<file path="config.mk">
export PLATFORM = sky130hd
export DESIGN_NAME = xfer_req_mux
export DESIGN_NICKNAME = d
export VERILOG_FILES = /design/src/rtl/xfer_req_mux.sv
export SDC_FILE = /design/constraint.sdc
export NUM_CORES = 1
export LEC_CHECK = 0
export ABC_AREA = 1
export BUFFER_PORTS_ARGS = -buffer_cell sky130_fd_sc_hd__buf_2
export CAP_MARGIN = 40
export CORE_MARGIN = 1
export CORE_UTILIZATION = 56
export CTS_BUF_LIST = sky130_fd_sc_hd__clkbuf_8
export DETAILED_ROUTE_END_ITERATION = 6
export PLACE_DENSITY = 0.78
export SLEW_MARGIN = 0
export SYNTH_ARGS = -nofsm -noshare
export SYNTH_HDL_FRONTEND = slang
export SYNTH_SLANG_ARGS = --single-unit
</file>
<file path="constraint.sdc">
create_clock -name clk -period 2.5 [get_ports clk]
set_input_delay 0.125 -clock clk [delete_from_list [all_inputs] [get_ports clk]]
set_output_delay 0.125 -clock clk [all_outputs]
set_load 0.05 [all_outputs]
</file>
<file path="src/rtl/xfer_req_mux.sv">
// Multi-channel transfer-request multiplexer: per-channel FIFOs, round-robin
// arbitration and optional splitting of long requests into MAX_BURST bursts.
module xfer_req_mux #(
  parameter int NUM_CH     = 4,
  parameter int LEN_W      = 4,
  parameter int ADDR_W     = 8,
  parameter int FIFO_DEPTH = 4,
  parameter int MAX_BURST  = 4,
  localparam int CH_W      = (NUM_CH > 1) ? $clog2(NUM_CH) : 1
) (
  input  logic                       clk,
  input  logic                       nrst,
  input  logic [NUM_CH-1:0]          in_valid,
  output logic [NUM_CH-1:0]          in_ready,
  input  logic [NUM_CH*LEN_W-1:0]    in_length,
  input  logic [NUM_CH*ADDR_W-1:0]   in_source,
  input  logic [NUM_CH*ADDR_W-1:0]   in_destination,
  output logic                       out_valid,
  input  logic                       out_ready,
  output logic [LEN_W-1:0]           out_length,
  output logic [ADDR_W-1:0]          out_source,
  output logic [ADDR_W-1:0]          out_destination,
  output logic [CH_W-1:0]            out_ch,
  output logic                       out_last,
  output logic [7:0]                 drop_cnt
);

  localparam int PTR_W = $clog2(FIFO_DEPTH);
  localparam int ENT_W = LEN_W + 2 * ADDR_W;
  localparam int SUM_W = 9 + $clog2(NUM_CH + 1);
  localparam logic [LEN_W-1:0]  BURST_LEN  = LEN_W'(MAX_BURST);
  localparam logic [ADDR_W-1:0] BURST_ADDR = ADDR_W'(MAX_BURST);
  localparam logic [CH_W-1:0]   LAST_CH    = CH_W'(NUM_CH - 1);

  typedef enum logic {IDLE, ISSUE} state_e;

  logic [NUM_CH-1:0] full, not_empty, push, pop, drop;
  logic [ENT_W-1:0]  head [NUM_CH];

  generate
    for (genvar gi = 0; gi < NUM_CH; gi++) begin : g_fifo
      logic [ENT_W-1:0] mem_q [FIFO_DEPTH];
      logic [PTR_W-1:0] wr_ptr_q, rd_ptr_q;
      logic [PTR_W:0]   cnt_q;
      logic [LEN_W-1:0] len_in;

      assign len_in        = in_length[gi*LEN_W +: LEN_W];
      assign full[gi]      = (cnt_q == (PTR_W+1)'(FIFO_DEPTH));
      assign not_empty[gi] = (cnt_q != '0);
      assign in_ready[gi]  = ~full[gi];
      // Zero-length requests complete the handshake but never reach the FIFO.
      assign push[gi]      = in_valid[gi] & ~full[gi] & (len_in != '0);
      assign drop[gi]      = in_valid[gi] & ~full[gi] & (len_in == '0);
      assign head[gi]      = mem_q[rd_ptr_q];

      always_ff @(posedge clk) begin
        if (push[gi]) begin
          mem_q[wr_ptr_q] <= {len_in, in_source[gi*ADDR_W +: ADDR_W],
                              in_destination[gi*ADDR_W +: ADDR_W]};
        end
      end

      always_ff @(posedge clk or negedge nrst) begin
        if (!nrst) begin
          wr_ptr_q <= '0;
          rd_ptr_q <= '0;
          cnt_q    <= '0;
        end else begin
          if (push[gi]) wr_ptr_q <= wr_ptr_q + PTR_W'(1);
          if (pop[gi])  rd_ptr_q <= rd_ptr_q + PTR_W'(1);
          case ({push[gi], pop[gi]})
            2'b10:   cnt_q <= cnt_q + (PTR_W+1)'(1);
            2'b01:   cnt_q <= cnt_q - (PTR_W+1)'(1);
            default: cnt_q <= cnt_q;
          endcase
        end
      end
    end
  endgenerate

  state_e            state_q, state_d;
  logic [LEN_W-1:0]  rem_q, rem_d;
  logic [ADDR_W-1:0] src_q, src_d, dst_q, dst_d;
  logic [CH_W-1:0]   ch_q, ch_d, last_grant_q, last_grant_d, grant_ch, idx;
  logic [7:0]        drop_cnt_q, drop_cnt_d;
  logic [SUM_W-1:0]  drop_sum;
  logic              grant_found, burst_last, fire, load;

  // Round-robin search starting just after the previously loaded channel.
  always_comb begin
    grant_ch    = last_grant_q;
    grant_found = 1'b0;
    idx         = '0;
    for (int k = 1; k <= NUM_CH; k++) begin
      idx = CH_W'((int'(last_grant_q) + k) % NUM_CH);
      if (!grant_found && not_empty[idx]) begin
        grant_found = 1'b1;
        grant_ch    = idx;
      end
    end
  end

  always_comb begin
    drop_sum = SUM_W'(drop_cnt_q);
    for (int k = 0; k < NUM_CH; k++) begin
      drop_sum = drop_sum + SUM_W'(drop[k]);
    end
    drop_cnt_d = (drop_sum > SUM_W'(255)) ? 8'hFF : drop_sum[7:0];
  end

  assign burst_last = (MAX_BURST == 0) || (rem_q <= BURST_LEN);
  assign fire       = (state_q == ISSUE) && out_ready;
  assign load       = grant_found && ((state_q == IDLE) || (fire && burst_last));

  always_ff @(posedge clk or negedge nrst) begin
    if (!nrst) begin
      state_q      <= IDLE;
      rem_q        <= '0;
      src_q        <= '0;
      dst_q        <= '0;
      ch_q         <= '0;
      last_grant_q <= LAST_CH;
      drop_cnt_q   <= '0;
    end else begin
      state_q      <= state_d;
      rem_q        <= rem_d;
      src_q        <= src_d;
      dst_q        <= dst_d;
      ch_q         <= ch_d;
      last_grant_q <= last_grant_d;
      drop_cnt_q   <= drop_cnt_d;
    end
  end

  always_comb begin
    state_d      = state_q;
    rem_d        = rem_q;
    src_d        = src_q;
    dst_d        = dst_q;
    ch_d         = ch_q;
    last_grant_d = last_grant_q;
    pop          = '0;
    if (load) begin
      state_d                = ISSUE;
      {rem_d, src_d, dst_d}  = head[grant_ch];
      ch_d                   = grant_ch;
      last_grant_d           = grant_ch;
      pop[grant_ch]          = 1'b1;
    end else if (fire) begin
      if (burst_last) begin
        state_d = IDLE;
      end else begin
        rem_d = rem_q - BURST_LEN;
        src_d = src_q + BURST_ADDR;
        dst_d = dst_q + BURST_ADDR;
      end
    end
  end

  always_comb begin
    out_valid       = (state_q == ISSUE);
    out_last        = (state_q == ISSUE) && burst_last;
    out_length      = '0;
    if (state_q == ISSUE) out_length = burst_last ? rem_q : BURST_LEN;
    out_source      = src_q;
    out_destination = dst_q;
    out_ch          = ch_q;
    drop_cnt        = drop_cnt_q;
  end

endmodule

</file>
==> metrics.txt <==
Synth top area share=59.1%; count of cell types in the netlist=42; Final Hold Vio Count=0; synthesized area=16300 um2; clk root buf=clkbuf_8; Crit Path Max Fanout=8; Die H=172 um; Final GP Congestion=0.882; Starting Density=56.8%; Worst slew margin=66.9%; flop-to-flop setup slack=-0.25 ns; Syn Area/Cell=11.7 um2; max-slew violation count=0; Combinational Power Share=49.7%; vias in the first global route=11901; Max Freq=364 MHz; H-tree levels=2; drt first pass iters=6; #FFs+latches synth=381; Post-DP Area=18100 um2; IO buf count=122; Initial DRC Count=1146; clock sink count=381; Total Die Area=29700 um2; share of the yosys chip area belonging to registers=68.5%; core footprint=28600 um2; CTS tree=yes; row count=62; Worst-Skew Late Latency=0.62 ns; setup TNS=-1.63 ns; Overflow after GRT=0; most frequent cell after synthesis=edfxtp_1; WL/cell=19.0 um; cell taking the most area after synthesis=edfxtp_1; Final #Nets=1854; Clock Power Share=17.0%; top post-synthesis cells by area=edfxtp_1 59%, dfrtp_1 9.1%, nand2_1 5.4%; initial antenna violation count=1; PwrDens=1330 nW/um2; post-layout instance area=20600 um2; Hold WC Path Type=in -> async; Clock Skews=0.0316 ns; crit share post-route=110%; critical path class=reg -> reg; Top FF cell, synth=edfxtp_1; startpoint types=flop; overall power=27.5 mW; remaining antenna violation count after routing=0; maximum vdd drop=0.908 mV; Vias=12057; Final Setup Violations=14; CP endpoint kind=flop; Cells after DPL=1951; Worst-path clk slew=0.06 ns; Cell Int Power=15.7 mW; Clock Path Buffers=3; IO Count=123; drt via density=5.57; FF-to-FF path depth=19; Num CTS Buffers=57; violated checks=negative setup slack; worst slew pin tran=0.497 ns; Async SR Flop Fraction=16.0%; Tot GR Track Use=27.5%; RSZ-0062 raised after global routing=true; number of synthesized flops with an enable pin=320; final std cells w/o fill=2166; Synthesized Nets=1503; Switching Share=43.0%; worst path required time=2.98 ns; Pleak=8.20 nW; R2R Path End=g_fifo[0].cnt_q[2]; Filler cells=1788; die width=172 um; Psw=11.8 mW; Synth top cells by count=320 x edfxtp_1, 235 x nand2_1, 170 x nor2_1, 139 x o21ai_0, 81 x inv_1; sequential power share=33.2%; status=finished, violations left; share of cells above drive strength 1=25.2%; Remaining DRCs=0; Mapped Cells=1385; R2R Path Start=last_grant_q[0]; minimum clock period=2.75 ns; Area Overhead vs Synth=26.7%; warnings from Yosys=0; Critical Path AT=3.23 ns; setup ws final=-0.250 ns; DP Wirelength=25.2 mm; drt total wl=41.1 mm; Max Cap Viol=0; first-pass GRT wire length=61.0 mm; largest net degree at the start of global routing=44
-- flip-flops by register name, summed over array words and instances, names as in the netlist --
register         flops
g_fifo.mem_q       320
g_fifo.cnt_q        12
drop_cnt             8
g_fifo.rd_ptr_q      8
g_fifo.wr_ptr_q      8
out_destination      8
out_source           8
rem_q                4
last_grant_q         2
out_ch               2
out_valid            1
-- cell type report --
| type | count | area [um2] | area share (%) |
|---|---|---|---|
| sequential | 381 | 11100 | 54.1 |
| multi-input combinational | 853 | 4870 | 23.6 |
| timing repair buffer | 354 | 2700 | 13.1 |
| clock buffer | 64 | 881 | 4.28 |
| tap | 384 | 480 | 2.33 |
| inverter | 89 | 349 | 1.69 |
| clock inverter | 40 | 181 | 0.881 |
| antenna | 1 | 2.50 | 0.0121 |
-- cell usage in the layout, fill, tap and decap left out, types with 42 or more instances in the layout --
cell type and n:
nand3_1 62, o21ai_0 126, nand2_1 213, buf_2 122
dlygate4sd3_1 82, buf_4 138, edfxtp_1 320, o22ai_1 55
clkbuf_8 64, inv_1 94, dfrtp_1 58, nor2_1 167
a21oi_1 42
-- power by group through the flow --
stage	combinational (mW)	sequential [mW]	clock, mW
final	13.7	9.14	4.67
after global routing	14.8	9.26	4.96
after CTS	12.7	9.11	4.68
after detailed placement	12.0	9.23	0
after global placement	11.6	9.16	0
after floorplan	7.20	9.75	0
-- critical path: stages (launching register included) --
cell and delay, ns:
dfstp_2 0.59, buf_12 0.15, inv_12 0.05, nand2_4 0.06, nand2_4 0.08, nand2_4 0.09
nand2_4 0.08, nand3_4 0.14, inv_2 0.05, nand2_2 0.07, nand2_4 0.08, nor2_4 0.10
nand2_2 0.07, inv_2 0.09, ha_4 0.13, inv_2 0.04, fa_2 0.36, a21oi_2 0.14
o21ai_1 0.09, xor2_1 0.14
-- kinds of logic after synthesis --
family	count (synthesis)	synth area share (%)
simple gates	515	13.7
flops	381	68.5
xor+xnor	22	1.19
fa+ha+maj	31	2.71
compound gates	285	9.94
buf+inv	151	3.93
-- metrics by stage --
stage / setup slack (ns) / util (%) / hold slack (ns)
after floorplan: -0.150 / - / -0.171
after global placement: -0.225 / 63.3 / 0.0962
after detailed placement: -0.271 / 63.3 / 0.0939
after CTS: -0.152 / 71.1 / 0.0323
after global routing: -0.355 / 72.0 / 0.100
final: -0.250 / 72.0 / 0.0889
-- worst max path at each step --
stage / end / slack [ns] / start
after global routing: g_fifo[2].cnt_q[2] / -0.36 / last_grant_q[0]
after global placement: drop_cnt[2] / -0.22 / in_length[1]
after detailed placement: g_fifo[1].cnt_q[2] / -0.27 / last_grant_q[0]
after floorplan: g_fifo[1].cnt_q[2] / -0.15 / last_grant_q[0]
after CTS: g_fifo[2].cnt_q[2] / -0.15 / last_grant_q[0]
final: g_fifo[0].cnt_q[2] / -0.25 / last_grant_q[0]
-- what timing repair did --
item	CTS	global route
hold buffers	82	0
setup buffers	16	12
resized for setup	54	33
pin swaps	31	16
cloned	0	1
hold endpoints to repair	382	0
endpoints found under the setup margin	17	26
-- metal layers --
metal  track usage (%)  part of all wire [%]
met5                 0                     0
met4              10.9                   3.2
met3              5.17                   8.8
met2              46.7                    50
met1              34.9                    38
Note: power is estimated with default switching activity, not from simulation.
